### config.mk
export PLATFORM = sky130hd
export DESIGN_NAME = coo_aggregation_ctrl_flat
export DESIGN_NICKNAME = d
export VERILOG_FILES = /design/src/rtl/coo_aggregation_ctrl_if.sv /design/src/rtl/coo_aggregation_ctrl.sv /design/src/flat_wrapper.sv
export SDC_FILE = /design/constraint.sdc
export NUM_CORES = 1
export LEC_CHECK = 0
export ABC_CLOCK_PERIOD_IN_PS = 4890
export BUFFER_PORTS_ARGS = -buffer_cell sky130_fd_sc_hd__buf_2
export CORE_ASPECT_RATIO = 0.5
export CORE_MARGIN = 3
export CORE_UTILIZATION = 40
export CTS_BUF_LIST = sky130_fd_sc_hd__clkbuf_16
export CTS_CLUSTER_SIZE = 8
export DETAILED_ROUTE_END_ITERATION = 8
export GPL_ROUTABILITY_DRIVEN = 0
export PLACE_DENSITY = 0.74
export REMOVE_ABC_BUFFERS = 1
export SLEW_MARGIN = 30
export SYNTH_ARGS = -nofsm -noshare
export SYNTH_HDL_FRONTEND = slang
export SYNTH_SLANG_ARGS = --single-unit
### constraint.sdc
create_clock -name clk -period 4.89 [get_ports clk]
set_input_delay 0.7335 -clock clk [delete_from_list [all_inputs] [get_ports clk]]
set_output_delay 0.7335 -clock clk [all_outputs]
set_load 0.005 [all_outputs]
### src/rtl/coo_aggregation_ctrl_if.sv
// Bus between the COO aggregation sequencer and its memories:
// COO/product-memory read ports plus the accumulate-write port.
interface coo_aggregation_ctrl_if #(
    parameter int FEATURE_WIDTH  = 3,
    parameter int EDGE_WIDTH     = 3,
    parameter int WEIGHT_COLS    = 3,
    parameter int DOT_PROD_WIDTH = 16
);
    logic                                        start;
    logic [EDGE_WIDTH-1:0]                       coo_address;
    logic [1:0][FEATURE_WIDTH-1:0]               coo_in;
    logic [FEATURE_WIDTH-1:0]                    fm_wm_read_row;
    logic [WEIGHT_COLS-1:0][DOT_PROD_WIDTH-1:0]  fm_wm_row_in;
    logic                                        wr_en;
    logic [FEATURE_WIDTH-1:0]                    write_row;
    logic [WEIGHT_COLS-1:0][DOT_PROD_WIDTH-1:0]  fm_wm_adj_row_out;
    logic                                        busy;
    logic                                        done;
    logic                                        coo_err;

    modport master (
        input  start, coo_in, fm_wm_row_in,
        output coo_address, fm_wm_read_row, wr_en, write_row,
               fm_wm_adj_row_out, busy, done, coo_err
    );

    modport slave (
        output start, coo_in, fm_wm_row_in,
        input  coo_address, fm_wm_read_row, wr_en, write_row,
               fm_wm_adj_row_out, busy, done, coo_err
    );
endinterface

### src/rtl/coo_aggregation_ctrl.sv
// Sequencer computing (A[+I])*(FM*WM): walks self-loops then COO edges and
// issues one accumulate-write per contribution to the accumulator memory.
module coo_aggregation_ctrl #(
    parameter int FEATURE_ROWS   = 6,
    parameter int WEIGHT_COLS    = 3,
    parameter int DOT_PROD_WIDTH = 16,
    parameter int NUM_EDGES      = 6,
    parameter int ADD_SELF_LOOPS = 1,
    parameter int FEATURE_WIDTH  = (FEATURE_ROWS > 1) ? $clog2(FEATURE_ROWS) : 1,
    parameter int EDGE_WIDTH     = (NUM_EDGES > 1) ? $clog2(NUM_EDGES) : 1
) (
    input  logic                   clk,
    input  logic                   rst_n,
    coo_aggregation_ctrl_if.master agg_if
);
    localparam logic [3:0] S_IDLE       = 4'd0;
    localparam logic [3:0] S_SELF_RD    = 4'd1;
    localparam logic [3:0] S_SELF_WR    = 4'd2;
    localparam logic [3:0] S_EDGE_FETCH = 4'd3;
    localparam logic [3:0] S_RD_SRC     = 4'd4;
    localparam logic [3:0] S_WR_DST     = 4'd5;
    localparam logic [3:0] S_RD_DST     = 4'd6;
    localparam logic [3:0] S_WR_SRC     = 4'd7;
    localparam logic [3:0] S_DONE       = 4'd8;

    localparam logic [FEATURE_WIDTH:0]   ROWS_X    = (FEATURE_WIDTH+1)'(FEATURE_ROWS);
    localparam logic [FEATURE_WIDTH-1:0] LAST_ROW  = FEATURE_WIDTH'(FEATURE_ROWS - 1);
    localparam logic [EDGE_WIDTH-1:0]    LAST_EDGE = EDGE_WIDTH'(NUM_EDGES - 1);

    typedef logic [WEIGHT_COLS-1:0][DOT_PROD_WIDTH-1:0] row_t;

    logic [3:0]               state_q, state_d;
    logic [EDGE_WIDTH-1:0]    edge_q, edge_d;
    logic [FEATURE_WIDTH-1:0] rd_row_q, rd_row_d;
    logic [FEATURE_WIDTH-1:0] wr_row_q, wr_row_d;
    logic [FEATURE_WIDTH-1:0] src_q, src_d;
    logic [FEATURE_WIDTH-1:0] dst_q, dst_d;
    logic                     bad_q, bad_d;
    logic                     same_q, same_d;
    logic                     coo_err_q, coo_err_d;
    row_t                     data_q, data_d;

    logic [FEATURE_WIDTH-1:0] src_in, dst_in;
    logic                     idx_bad;

    assign src_in  = agg_if.coo_in[0];
    assign dst_in  = agg_if.coo_in[1];
    assign idx_bad = ({1'b0, src_in} >= ROWS_X) || ({1'b0, dst_in} >= ROWS_X);

    always_comb begin
        state_d   = state_q;
        edge_d    = edge_q;
        rd_row_d  = rd_row_q;
        wr_row_d  = wr_row_q;
        src_d     = src_q;
        dst_d     = dst_q;
        bad_d     = bad_q;
        same_d    = same_q;
        coo_err_d = coo_err_q;
        data_d    = data_q;
        case (state_q)
            S_IDLE: begin
                if (agg_if.start) begin
                    coo_err_d = 1'b0;
                    edge_d    = '0;
                    rd_row_d  = '0;
                    state_d   = (ADD_SELF_LOOPS != 0) ? S_SELF_RD : S_EDGE_FETCH;
                end
            end
            S_SELF_RD: begin
                data_d   = agg_if.fm_wm_row_in;
                wr_row_d = rd_row_q;
                state_d  = S_SELF_WR;
            end
            S_SELF_WR: begin
                if (rd_row_q == LAST_ROW) begin
                    state_d = S_EDGE_FETCH;
                end else begin
                    rd_row_d = rd_row_q + 1'b1;
                    state_d  = S_SELF_RD;
                end
            end
            S_EDGE_FETCH: begin
                src_d    = src_in;
                dst_d    = dst_in;
                bad_d    = idx_bad;
                same_d   = (src_in == dst_in);
                rd_row_d = src_in;
                if (idx_bad) coo_err_d = 1'b1;
                state_d  = S_RD_SRC;
            end
            // Captures only update on enabled writes so row/data hold between strobes.
            S_RD_SRC: begin
                if (!bad_q) begin
                    data_d   = agg_if.fm_wm_row_in;
                    wr_row_d = dst_q;
                end
                state_d = S_WR_DST;
            end
            S_WR_DST: begin
                rd_row_d = dst_q;
                state_d  = S_RD_DST;
            end
            S_RD_DST: begin
                if (!bad_q && !same_q) begin
                    data_d   = agg_if.fm_wm_row_in;
                    wr_row_d = src_q;
                end
                state_d = S_WR_SRC;
            end
            S_WR_SRC: begin
                if (edge_q == LAST_EDGE) begin
                    state_d = S_DONE;
                end else begin
                    edge_d  = edge_q + 1'b1;
                    state_d = S_EDGE_FETCH;
                end
            end
            S_DONE:  state_d = S_IDLE;
            default: state_d = S_IDLE;
        endcase
    end

    always_ff @(posedge clk or negedge rst_n) begin
        if (!rst_n) begin
            state_q   <= S_IDLE;
            edge_q    <= '0;
            rd_row_q  <= '0;
            wr_row_q  <= '0;
            src_q     <= '0;
            dst_q     <= '0;
            bad_q     <= 1'b0;
            same_q    <= 1'b0;
            coo_err_q <= 1'b0;
            data_q    <= '0;
        end else begin
            state_q   <= state_d;
            edge_q    <= edge_d;
            rd_row_q  <= rd_row_d;
            wr_row_q  <= wr_row_d;
            src_q     <= src_d;
            dst_q     <= dst_d;
            bad_q     <= bad_d;
            same_q    <= same_d;
            coo_err_q <= coo_err_d;
            data_q    <= data_d;
        end
    end

    assign agg_if.coo_address       = edge_q;
    assign agg_if.fm_wm_read_row    = rd_row_q;
    assign agg_if.write_row         = wr_row_q;
    assign agg_if.fm_wm_adj_row_out = data_q;
    assign agg_if.coo_err           = coo_err_q;
    assign agg_if.busy              = (state_q != S_IDLE);
    assign agg_if.done              = (state_q == S_DONE);
    assign agg_if.wr_en             = (state_q == S_SELF_WR)
                                    || ((state_q == S_WR_DST) && !bad_q)
                                    || ((state_q == S_WR_SRC) && !bad_q && !same_q);
endmodule

### src/flat_wrapper.sv
// flat-port wrapper written by rule: the top's interface ports become plain ports
module coo_aggregation_ctrl_flat 
#(
    parameter int FEATURE_ROWS   = 6,
    parameter int WEIGHT_COLS    = 3,
    parameter int DOT_PROD_WIDTH = 16,
    parameter int NUM_EDGES      = 6,
    parameter int ADD_SELF_LOOPS = 1,
    parameter int FEATURE_WIDTH  = (FEATURE_ROWS > 1) ? $clog2(FEATURE_ROWS) : 1,
    parameter int EDGE_WIDTH     = (NUM_EDGES > 1) ? $clog2(NUM_EDGES) : 1
)
  (clk, rst_n, agg_if_start, agg_if_coo_in, agg_if_fm_wm_row_in, agg_if_coo_address, agg_if_fm_wm_read_row, agg_if_wr_en, agg_if_write_row, agg_if_fm_wm_adj_row_out, agg_if_busy, agg_if_done, agg_if_coo_err);
  coo_aggregation_ctrl_if #(.FEATURE_WIDTH(FEATURE_WIDTH), .EDGE_WIDTH(EDGE_WIDTH), .WEIGHT_COLS(WEIGHT_COLS), .DOT_PROD_WIDTH(DOT_PROD_WIDTH)) agg_if_i ();
  input  logic clk;
  input  logic rst_n;
  input wire logic [$bits(agg_if_i.start)-1:0] agg_if_start;
  input wire logic [$bits(agg_if_i.coo_in)-1:0] agg_if_coo_in;
  input wire logic [$bits(agg_if_i.fm_wm_row_in)-1:0] agg_if_fm_wm_row_in;
  output wire logic [$bits(agg_if_i.coo_address)-1:0] agg_if_coo_address;
  output wire logic [$bits(agg_if_i.fm_wm_read_row)-1:0] agg_if_fm_wm_read_row;
  output wire logic [$bits(agg_if_i.wr_en)-1:0] agg_if_wr_en;
  output wire logic [$bits(agg_if_i.write_row)-1:0] agg_if_write_row;
  output wire logic [$bits(agg_if_i.fm_wm_adj_row_out)-1:0] agg_if_fm_wm_adj_row_out;
  output wire logic [$bits(agg_if_i.busy)-1:0] agg_if_busy;
  output wire logic [$bits(agg_if_i.done)-1:0] agg_if_done;
  output wire logic [$bits(agg_if_i.coo_err)-1:0] agg_if_coo_err;
  assign agg_if_i.start = agg_if_start;
  assign agg_if_i.coo_in = agg_if_coo_in;
  assign agg_if_i.fm_wm_row_in = agg_if_fm_wm_row_in;
  assign agg_if_coo_address = agg_if_i.coo_address;
  assign agg_if_fm_wm_read_row = agg_if_i.fm_wm_read_row;
  assign agg_if_wr_en = agg_if_i.wr_en;
  assign agg_if_write_row = agg_if_i.write_row;
  assign agg_if_fm_wm_adj_row_out = agg_if_i.fm_wm_adj_row_out;
  assign agg_if_busy = agg_if_i.busy;
  assign agg_if_done = agg_if_i.done;
  assign agg_if_coo_err = agg_if_i.coo_err;
  coo_aggregation_ctrl #(.FEATURE_ROWS(FEATURE_ROWS), .WEIGHT_COLS(WEIGHT_COLS), .DOT_PROD_WIDTH(DOT_PROD_WIDTH), .NUM_EDGES(NUM_EDGES), .ADD_SELF_LOOPS(ADD_SELF_LOOPS), .FEATURE_WIDTH(FEATURE_WIDTH), .EDGE_WIDTH(EDGE_WIDTH)) u_core (.clk(clk), .rst_n(rst_n), .agg_if(agg_if_i));
endmodule
# Word level (Yosys, flattened, before mapping)
# Cells that the tools add are included.
# classes
addsub	2
magnitude_cmp	2
n_eq_ne	17
n_mux	18
reduce_logical	19
# op_table
op	count
48-bit one-hot mux with 3 select lines	1
48-bit two-way mux	2
4-bit one-hot mux with 8 select lines	1
4-bit by 3-bit == test with 1-bit output, second input constant	4
3-bit two-way mux	5
3-bit one-hot mux with 4 select lines	1
3-bit AND reduction	4
3-bit one-hot mux with 3 select lines	1
4-bit by 2-bit == test with 1-bit output, second input constant	2
4-bit two-way mux	2
2-bit != test, second input constant	4
4-bit nonzero test	2
3-bit by 1-bit adder with 3-bit output, second input constant	2
3-bit == test, second input constant	2
3-bit greater-or-equal comparator, second input constant	2
3-bit one-hot mux with 2 select lines	1
4-bit by 1-bit == test with 1-bit output, second input constant	1
4-bit == test, second input constant	1
1-bit logical AND	4
4-bit zero test	1
2-bit by 1-bit != test with 1-bit output, second input constant	2
2-bit nonzero test	2
3-bit == test	1
1-bit logical OR	3
other kinds (5)	7
# word_totals
register_bits	70
input_bits	57
output_inout_bits	61
elab_cells	70

# Depth between registers and ports, before layout
# Gate-level depths: netlist (run 1).
# logic_depth
ltp_word	4
mapped_depth	6
mapped_depth_nobuf	6

# Worst setup path before layout (run 1)
# Ideal clock, no wire load.
# synth_path
path_type	register -> output
startpoint	register u_core.state_q[1]
endpoint	output agg_if_wr_en
arrival_time_ns	1.363
t_required_ns	4.157
setup_slack_ns	2.794
path_stages_with_launch	4
n_path_buf	1
cell_sequence	dfrtp_1 clkbuf_1 or3b_2 a21oi_1
# synth_between
elab_chain_cells	4
# synth_lines
item	line_no	text
start, declared	coo_aggregation_ctrl.sv:32	logic [3:0] state_q, state_d;
start signal, assigned	coo_aggregation_ctrl.sv:137	state_q <= state_d;
4-bit by 3-bit == test with 1-bit output, on equally long branches	coo_aggregation_ctrl.sv:158, coo_aggregation_ctrl.sv:159	
1-bit logical AND, on equally long branches	coo_aggregation_ctrl.sv:158, coo_aggregation_ctrl.sv:159	
1-bit logical OR / 1-bit logical AND (equally long branches)	coo_aggregation_ctrl.sv:158, coo_aggregation_ctrl.sv:159	
1-bit logical OR *	coo_aggregation_ctrl.sv:159	|| ((state_q == S_WR_SRC) && !bad_q && !same_q);
end, declared	flat_wrapper.sv:21	output wire logic [$bits(agg_if_i.wr_en)-1:0] agg_if_wr_en;
# Every way passes the cells marked *; elsewhere a longest branch is shown, timed or not.

# Worst setup path after layout (run 1)
# layout_path
startpoint	register u_core.state_q[2]
endpoint	register u_core.data_q (netlist bit u_core.agg_if.fm_wm_adj_row_out[1])
# layout_between
elab_chain_cells	3
# layout_lines
item	line_no	text
4-bit by 3-bit == test with 1-bit output / 4-bit by 1-bit == test with 1-bit output (equally long branches)	coo_aggregation_ctrl.sv:61	case (state_q)
2-bit by 1-bit != test with 1-bit output (no line) (tied with other cells)	--	
3-bit AND reduction (no line)	--	
end signal, assigned	coo_aggregation_ctrl.sv:146	data_q <= data_d;
end, declared	coo_aggregation_ctrl.sv:41	row_t data_q, data_d;
# Parallel ways exist; a longest one is shown, timed or not.
# A chain may end at the register's enable or synchronous reset.

==> impl_metrics.tcl, run 1 <==
set metrics [dict create \
    whs_path_depth 2 \
    seq_power_share 0.391 \
    area_growth_pct 31.0 \
    r2r_setup_slack_ps 2330 \
    cts_hold_buf 0 \
    hold_viol_final 0 \
    timing.final.crit_period_ps 2560 \
    dp_hpwl_mm 4.81 \
    worst_slew_pin_slew_ps 707 \
    cts.sinks 70 \
    finalWirelength_mm 6.52 \
    synthFlopType "dfrtp_1" \
    setup_viol 0 \
    dpl_worst_slack_ps 2350 \
    synthCells 235 \
    synth.distinct_cells 37 \
    worstHoldPathType "reg2reg" \
    slew_viol_final 0 \
    postCtsResizedCells 0 \
    ys_warn_count 0 \
    max_stage_delay_ps 590 \
    drcViolationCount 0 \
    first_global_vias 2169 \
    initial_utilization 0.432 \
    finClkSkew_ps 5.44 \
    p_clk_frac 0.217 \
    switching_share 0.329 \
    firstDrtPassIters 4 \
    clk_path_buf_depth 2 \
    grt_pass1_wl_mm 10.4 \
    slowest_stage "dfrtp_1" \
    synth-edff-count 0 \
    drv_cap 0 \
    status "finished clean" \
    fin_cells 450 \
    drive_above_1_share 0.408 \
    worst_slack_ps 2330 \
    r2r_start "u_core.state_q[2]$_DFFE_PN0P_" \
    setup-tns-final_ps 0 \
    postCtsSetupBuffers 0 \
    worstPathRequired_ps 5100 \
    root_buffer "clkbuf_16" \
    ys_async_sr_fraction 1.00 \
    startpoint_type "flop" \
    fin_nets 416 \
    crit_chain "inv_1, or4b_1, a21oi_4, buf_4, mux2_2" \
    cts_htree_levels 3 \
    io_pins 118 \
    end_kind "flop" \
    via_per_inst 4.81 \
    intPower_w 0.00184 \
    antenna_found_initial 0 \
    pwr_density_cell_nw_per_um2 693 \
    diodes 0 \
    p_leak_nw 1.95 \
    p_sw_w 0.000902 \
    cts_tree "done" \
    dieHeight_um 67.4 \
    via_count 2164 \
    nFillCells 601 \
    fin_hold_ws_ps 475 \
    fmax_mhz 390 \
    cts_buffers 9 \
    slew_headroom 0.525 \
    worst-setup-path-type "reg2reg" \
    clkTransAtPathRegs_ps 50 \
    syn_avg_cell_area_um2 12.8 \
    clkLatencyLatePin_ps 320 \
    yosysSeqAreaShare 0.580 \
    reg2reg_depth 5 \
    netlist_area_um2 3020 \
    rows 21 \
    grt_overflow 0 \
    dpl.cell_count 436 \
    coreArea_um2 6990 \
    cp-startpoint "u_core.state_q[2]$_DFFE_PN0P_" \
    critPathMaxFanout 51 \
    peakVddDrop_uv 315 \
    cp.arrival_ps 2770 \
    multi_input_area_um2 1180 \
    combPwrFrac 0.393 \
    die-width_um 129 \
    min_period_over_period 0.524 \
    hp-start "u_core.src_q[0]$_DFFE_PN0N_" \
    die_area_um2 8690 \
    grt_use_total 0.156 \
    port_buffers 117 \
    wire_per_inst_um 14.5 \
    rsz0062_at_grt "false" \
    detail_route.iter0.violations 117 \
    synth_seq_cells 70 \
    regArea_um2 1750 \
    detail-route-antenna-nets 0 \
    grt_start_max_net_pins 71 \
]
registers in the layout, indices dropped and copies added (netlist names):
name,flops
u_core.src_q,3
u_core.agg_if.fm_wm_read_row,3
u_core.bad_q,1
u_core.agg_if.coo_err,1
u_core.agg_if.coo_address,3
u_core.agg_if.fm_wm_adj_row_out,48
u_core.state_q,4
u_core.dst_q,3
u_core.same_q,1
u_core.agg_if.write_row,3
area by class of cell:
type	count	area share
Clock buffer	9	0.0570
Timing Repair Buffer	119	0.153
Sequential cell	70	0.443
Multi-Input combinational cell	147	0.299
Clock inverter	5	0.0117
Inverter	8	0.00759
Tap cell	92	0.0291
Yosys cell counts, types with 4 or more instances:
cell type / number / share of area
nand2b_1: 4 / 0.0083
nor2_1: 10 / 0.012
a21oi_1: 10 / 0.017
inv_1: 8 / 0.0099
nand2_1: 22 / 0.027
mux2_1: 40 / 0.15
mux2_2: 13 / 0.048
dfrtp_1: 70 / 0.58
buf_4: 5 / 0.012
clkbuf_1: 5 / 0.0062
ha_1: 4 / 0.017
o21ai_0: 4 / 0.0066
xor2_1: 4 / 0.012
cell families (layout without fill, tap and decap cells):
family,count (synthesis),after routing,share of synthesized area
xor+xnor,5,5,0.0145
compound gates,28,28,0.0626
mux,56,56,0.208
flops,70,70,0.580
buf+inv,18,141,0.0286
fa+ha+maj,4,4,0.0166
simple gates,54,54,0.0899
final timing paths:
check	to
worst max register to register	u_core.agg_if.fm_wm_adj_row_out[1]$_DFFE_PN0P_
worst max-delay path	u_core.agg_if.fm_wm_adj_row_out[1]$_DFFE_PN0P_
worst min-delay path	u_core.src_q[0]$_DFFE_PN0N_
worst min register to register	u_core.src_q[0]$_DFFE_PN0N_
max in group asynchronous	u_core.agg_if.fm_wm_adj_row_out[0]$_DFFE_PN0P_
min in group asynchronous	u_core.agg_if.fm_wm_read_row[2]$_DFFE_PN0P_
per-layer routing:
| layer | track usage | part of all wire | vias to the layer above | wire length (um) |
|---|---|---|---|---|
| li1 | - | - | 1056 | - |
| met1 | 0.169 | 0.40 | 1057 | 2590 |
| met2 | 0.291 | 0.55 | 45 | 3610 |
| met3 | 0.0553 | 0.040 | 6 | 259 |
| met4 | 0.0471 | 0.0092 | 0 | 60 |
| met5 | 0 | 0 | - | 0 |
worst max-delay path, delay by kind of cell, from the launching register on:
family | cells | cell delay, ps
buffers and inverters | 2 | 690
DFF | 1 | 590
and+or+nand+nor | 1 | 580
muxes | 1 | 400
AOI/OAI and AO/OA | 1 | 140
power by group through the flow:
stage	Sequential (W)	Clock [W]	Combinational (W)
3_5_place_dp	0.00108	0	0.00110
2_1_floorplan	0.00107	0	0.000648
3_3_place_gp	0.00106	0	0.00106
6_report	0.00107	0.000593	0.00108
5_1_grt	0.00111	0.000650	0.00120
4_1_cts	0.00107	0.000613	0.00111
layout by cell type, fill, tap and decap left out, types with 4 or more instances in the layout:
master / count
a21oi_1: 10
buf_2: 117
clkbuf_16: 9
dfrtp_1: 70
ha_1: 4
inv_1: 11
mux2_1: 40
mux2_2: 13
nand2_1: 22
nand2b_1: 4
nor2_1: 10
o21ai_0: 4
xor2_1: 4
per-stage QoR:
step                      total power [W]  cell area [um2]   util
after global routing              0.00297             3950  0.566
after global placement            0.00212             3680  0.526
after detailed placement          0.00218             3680  0.526
final                             0.00274             3950  0.566
after floorplan                   0.00172             2960      -
after CTS                         0.00279             3950  0.565
No activity file was read; power rests on OpenSTA's default activity.
==> run 2, diff against run 1 <==
ABC_CLOCK_PERIOD_IN_PS = 2600   (was 4890)
clock period = 2.6 ns   (was 4.89 ns; I/O delays follow)
==> impl_metrics.tcl, run 2 (synthesized netlist as in run 1, its figures left out) <==
set metrics [dict create \
    rsz0062_at_grt "false" \
    worstPathRequired_ps 2210 \
    initial_utilization 0.432 \
    setup-tns-final_ps 0 \
    io_pins 118 \
    dp_hpwl_mm 5.11 \
    dieHeight_um 67.4 \
    min_period_over_period 0.833 \
    cts.sinks 70 \
    drv_cap 0 \
    crit_chain "or3b_2, a21oi_1, buf_2" \
    coreArea_um2 6990 \
    fin_nets 420 \
    root_buffer "clkbuf_16" \
    grt_overflow 0 \
    grt_start_max_net_pins 52 \
    antenna_found_initial 0 \
    worst_path_dominant_cell_family "flip-flops" \
    worst_slack_ps 434 \
    p_clk_frac 0.211 \
    largest_register_ffs 48 \
    intPower_w 0.00344 \
    clk_path_buf_depth 2 \
    cts_hold_buf 0 \
    finClkSkew_ps 5.16 \
    layout.cells.most_common "buf_2" \
    seq_power_share 0.381 \
    pwr_density_cell_nw_per_um2 1300 \
    dpl_worst_slack_ps 451 \
    p_leak_nw 1.96 \
    area_growth_pct 32.4 \
    port_buffers 117 \
    critPathMaxFanout 15 \
    combPwrFrac 0.407 \
    clkTransAtPathRegs_ps 60 \
    slew_viol_final 0 \
    grt_use_total 0.159 \
    fin_hold_ws_ps 92.1 \
    postCtsResizedCells 0 \
    clkLatencyLatePin_ps 330 \
    end_kind "output port" \
    first_global_vias 2264 \
    diodes 0 \
    hold_viol_final 0 \
    rows 21 \
    cts_buffers 9 \
    peakVddDrop_uv 778 \
    drcViolationCount 0 \
    max_stage_delay_ps 610 \
    worstHoldPathType "in2async" \
    die-width_um 129 \
    finalPower_w 0.00521 \
    detail-route-antenna-nets 0 \
    dpl.cell_count 440 \
    worst-setup-path-type "reg2out" \
    startpoint_type "flop" \
    crit_buf_inv 1 \
    finalWirelength_mm 6.62 \
    slew_headroom 0.574 \
    p_sw_w 0.00177 \
    slowest_stage "dfrtp_1" \
    detail_route.iter0.violations 101 \
    fmax_mhz 462 \
    switching_share 0.340 \
    firstDrtPassIters 4 \
    cts_tree "done" \
    cts_htree_levels 3 \
    via_per_inst 4.93 \
    setup_viol 0 \
    grt_pass1_wl_mm 10.7 \
    drive_above_1_share 0.423 \
    via_count 2250 \
    postCtsSetupBuffers 0 \
    nFillCells 596 \
    fin_cells 456 \
    status "finished clean" \
    wire_per_inst_um 14.5 \
    worst_slew_pin_slew_ps 638 \
    cp.arrival_ps 1780 \
    die_area_um2 8690 \
    timing.final.crit_period_ps 2170 \
    final_cell_mix "117 x buf_2, 70 x dfrtp_1, 40 x mux2_1" \
]
-- run 2: layout make-up --
cell class              count  area (um2)  share of cell area
multi-input cells         147        1180               0.296
flip-flops and latches     70        1750               0.438
clock inverters             7        50.0              0.0125
clock buffers               9         225              0.0564
repair buffers            123         643               0.161
inverters                   8        30.0             0.00751
well taps                  92         115              0.0288
-- run 2: routing by layer --
layer | track usage | vias up | part of all wire
met2 | 0.282 | 54 | 0.55
met4 | 0.0903 | 0 | 0.028
li1 | - | 1069 | -
met5 | 0 | - | 0
met1 | 0.176 | 1113 | 0.38
met3 | 0.0450 | 14 | 0.042
-- run 2: metrics by stage --
stage | util | area, um2
after global placement | 0.532 | 3720
final | 0.572 | 4000
after floorplan | - | 2960
after CTS | 0.572 | 4000
after global routing | 0.572 | 4000
after detailed placement | 0.532 | 3720
-- run 2: final timing paths --
check / start / endpoint / slack (ps) / cells after the start
min in group clk: agg_if_fm_wm_row_in[23] / u_core.agg_if.fm_wm_adj_row_out[23]$_DFFE_PN0P_ / 270 / 2
worst min-delay path: rst_n / u_core.state_q[0]$_DFFE_PN0P_ / 90 / 2
worst min register to register: u_core.agg_if.coo_err$_DFFE_PN0P_ / u_core.agg_if.coo_err$_DFFE_PN0P_ / 470 / 1
worst max register to register: u_core.state_q[1]$_DFFE_PN0P_ / u_core.agg_if.fm_wm_adj_row_out[0]$_DFFE_PN0P_ / 450 / 5
max in group asynchronous: rst_n / u_core.agg_if.fm_wm_adj_row_out[14]$_DFFE_PN0P_ / 2140 / 2
worst max-delay path: u_core.state_q[1]$_DFFE_PN0P_ / agg_if_wr_en / 430 / 3
-- run 2: worst register-to-register path, cell delays in order (launching register included) --
cell and delay (ps):
dfrtp_1 540, nand2_1 160, or4b_1 500, a21oi_4 170, buf_12 280, mux2_2 400
-- run 2: power groups by stage --
stage / logic, W / registers (W) / clock network, W
after detailed placement: 0.00217 / 0.00201 / 0
after global placement: 0.00208 / 0.00196 / 0
after global routing: 0.00237 / 0.00207 / 0.00120
final: 0.00212 / 0.00199 / 0.00110
after floorplan: 0.00122 / 0.00201 / 0
after CTS: 0.00218 / 0.00199 / 0.00113
==> run 3, diff against run 2 <==
ABC_AREA = 1   (was not set)
ABC_CLOCK_PERIOD_IN_PS = 1900   (was 2600)
PLACE_DENSITY = 0.76   (was 0.74)
clock period = 1.9 ns   (was 2.6 ns; I/O delays follow)
==> impl_metrics.tcl, run 3 <==
set metrics [dict create \
    synth_seq_cells 70 \
    finClkSkew_ps 4.06 \
    synthCells 375 \
    largest_register_ffs 48 \
    dieHeight_um 68.1 \
    cts_buffers 9 \
    synth_area_leaders "dfrtp_1 57%, nand2_1 26%, nand3_1 3.9%, inv_1 1.9%, buf_6 1.8%" \
    yosysSeqAreaShare 0.569 \
    slowest_stage "dfrtp_1" \
    root_buffer "clkbuf_16" \
    fin_cells 594 \
    worst_path_dominant_cell_family "flip-flops" \
    antenna_found_initial 0 \
    worstHoldPathType "in2reg" \
    critPathMaxFanout 6 \
    grt_start_max_net_pins 52 \
    cts_htree_levels 3 \
    synth_top_cell_by_area "dfrtp_1" \
    layout.cells.most_common "nand2_1" \
    regArea_um2 1750 \
    die_area_um2 8850 \
    worstPathRequired_ps 1620 \
    clkLatencyLatePin_ps 320 \
    nFillCells 688 \
    setup_viol 0 \
    fmax_mhz 559 \
    slew_headroom 0.666 \
    drive_above_1_share 0.285 \
    die-width_um 130 \
    synthFlopType "dfrtp_1" \
    drv_cap 0 \
    ys_top_cells_by_count "216 x nand2_1, 70 x dfrtp_1, 24 x nand3_1" \
    synth-edff-count 0 \
    fin_util 0.569 \
    fin_hold_ws_ps 153 \
    final_cell_mix "216 x nand2_1, 117 x buf_2, 70 x dfrtp_1" \
    pwr_density_cell_nw_per_um2 1770 \
    netlist_area_um2 3080 \
    synth.most_common_cell "nand2_1" \
    slew_viol_final 0 \
    finalWirelength_mm 7.26 \
    peakVddDrop_uv 771 \
    worst-setup-path-type "reg2out" \
    syn_avg_cell_area_um2 8.21 \
    clk_path_buf_depth 2 \
    worst_slew_pin_slew_ps 500 \
    detail-route-antenna-nets 0 \
    rows 21 \
    rsz0062_at_grt "true" \
    initial_utilization 0.436 \
    finalPower_w 0.00711 \
    coreArea_um2 7070 \
    setup-tns-final_ps 0 \
    cp.arrival_ps 1500 \
    p_leak_nw 2.35 \
    multi_input_area_um2 1170 \
    drcViolationCount 0 \
    fin_nets 560 \
    detail_route.iter0.violations 175 \
    ys_warn_count 0 \
    via_per_inst 4.56 \
    port_buffers 117 \
    end_kind "output port" \
    crit_chain "inv_2, nor2_2, nand2_1, o221ai_1, buf_2" \
    dp_hpwl_mm 5.21 \
    dpl.cell_count 577 \
    cts_tree "done" \
    status "finished clean" \
    area_growth_pct 30.6 \
    cts.sinks 70 \
    firstDrtPassIters 4 \
    startpoint_type "flop" \
    hold_viol_final 0 \
    netlist.area_leader.share 0.569 \
    grt_overflow 0 \
    timing.final.crit_period_ps 1790 \
    synth.distinct_cells 23 \
    first_global_vias 2507 \
    min_period_over_period 0.942 \
    max_stage_delay_ps 440 \
    io_pins 118 \
    grt_pass1_wl_mm 11.6 \
    ys_async_sr_fraction 1.00 \
    clkTransAtPathRegs_ps 50 \
    grt_use_total 0.170 \
    wire_per_inst_um 12.2 \
    via_count 2711 \
    diodes 0 \
    crit_buf_inv 2 \
]
==> run 3: cell types whose count changed after synthesis, moves of 4 or more <==
cell,previous run,this run
buf_6,0,5
buf_4,5,0
nand2_1,22,216
a21oi_1,10,2
nand2b_1,4,0
inv_1,8,16
nand3_1,1,24
mux2_1,40,0
xor2_1,4,0
mux2_2,13,0
buf_2,0,6
clkbuf_1,5,0
==> run 3: area by class of cell <==
type,count,area share
Tap cell,92,0.0286
Clock inverter,5,0.00498
Timing Repair Buffer,124,0.165
Multi-Input combinational cell,275,0.291
Clock buffer,9,0.0560
Inverter,19,0.0184
Sequential cell,70,0.435
==> run 3: kinds of logic after synthesis <==
group	count (synthesis)	synth area share
simple gates	259	0.337
flops	70	0.569
buf+inv	30	0.0520
compound gates	8	0.0146
xor+xnor	4	0.0114
fa+ha+maj	4	0.0162
==> run 3: routing by layer <==
layer | wire length, um | up-vias | part of all wire | track usage
li1 | - | 1402 | - | -
met1 | 3340 | 1249 | 0.46 | 0.212
met2 | 3610 | 58 | 0.50 | 0.286
met3 | 288 | 2 | 0.040 | 0.0538
met4 | 27 | 0 | 0.0037 | 0.0505
met5 | 0 | - | 0 | 0
==> run 3: worst register-to-register path, stage by stage (launching register included) <==
cell,delay [ps]
dfrtp_1,410
inv_2,90
nor2_4,50
buf_12,130
nand2_1,110
nand2_1,110
nand3_4,90
buf_4,420
nand2_1,160
nand2_1,90
==> run 3: final timing paths <==
kind,startpoint,endpoint,slack [ps],depth (start not counted)
max in group asynchronous,rst_n,u_core.agg_if.fm_wm_adj_row_out[13]$_DFFE_PN0P_,720,3
min reg2reg,u_core.agg_if.fm_wm_adj_row_out[22]$_DFFE_PN0P_,u_core.agg_if.fm_wm_adj_row_out[22]$_DFFE_PN0P_,470,2
min,agg_if_fm_wm_row_in[19],u_core.agg_if.fm_wm_adj_row_out[19]$_DFFE_PN0P_,150,3
max,u_core.state_q[0]$_DFFE_PN0P_,agg_if_wr_en,110,5
max reg2reg,u_core.state_q[2]$_DFFE_PN0P_,u_core.agg_if.fm_wm_adj_row_out[36]$_DFFE_PN0P_,180,9
min in group asynchronous,rst_n,u_core.dst_q[1]$_DFFE_PN0N_,450,2
==> run 3: repair_timing <==
action,4_1_cts,5_1_grt
setup buffers,0,2
hold buffers,1,0
endpoints found under the hold margin,17,0
setup endpoints to repair,0,6
resized for setup,0,2
==> run 3: power breakdown <==
group	leakage [nW]	internal, W	switching (W)
combinational	1.35	0.00119	0.00189
clock	0.125	0.000846	0.000560
sequential	0.872	0.00221	0.000415
total	2.35	0.00425	0.00286
==> run 3: through the flow <==
stage | area (um2) | worst slack [ps]
floorplan | 2990 | -110
global placement | 3740 | 158
detailed placement | 3740 | 161
CTS | 3990 | 43.1
global route | 4020 | -17.4
finish | 4020 | 111
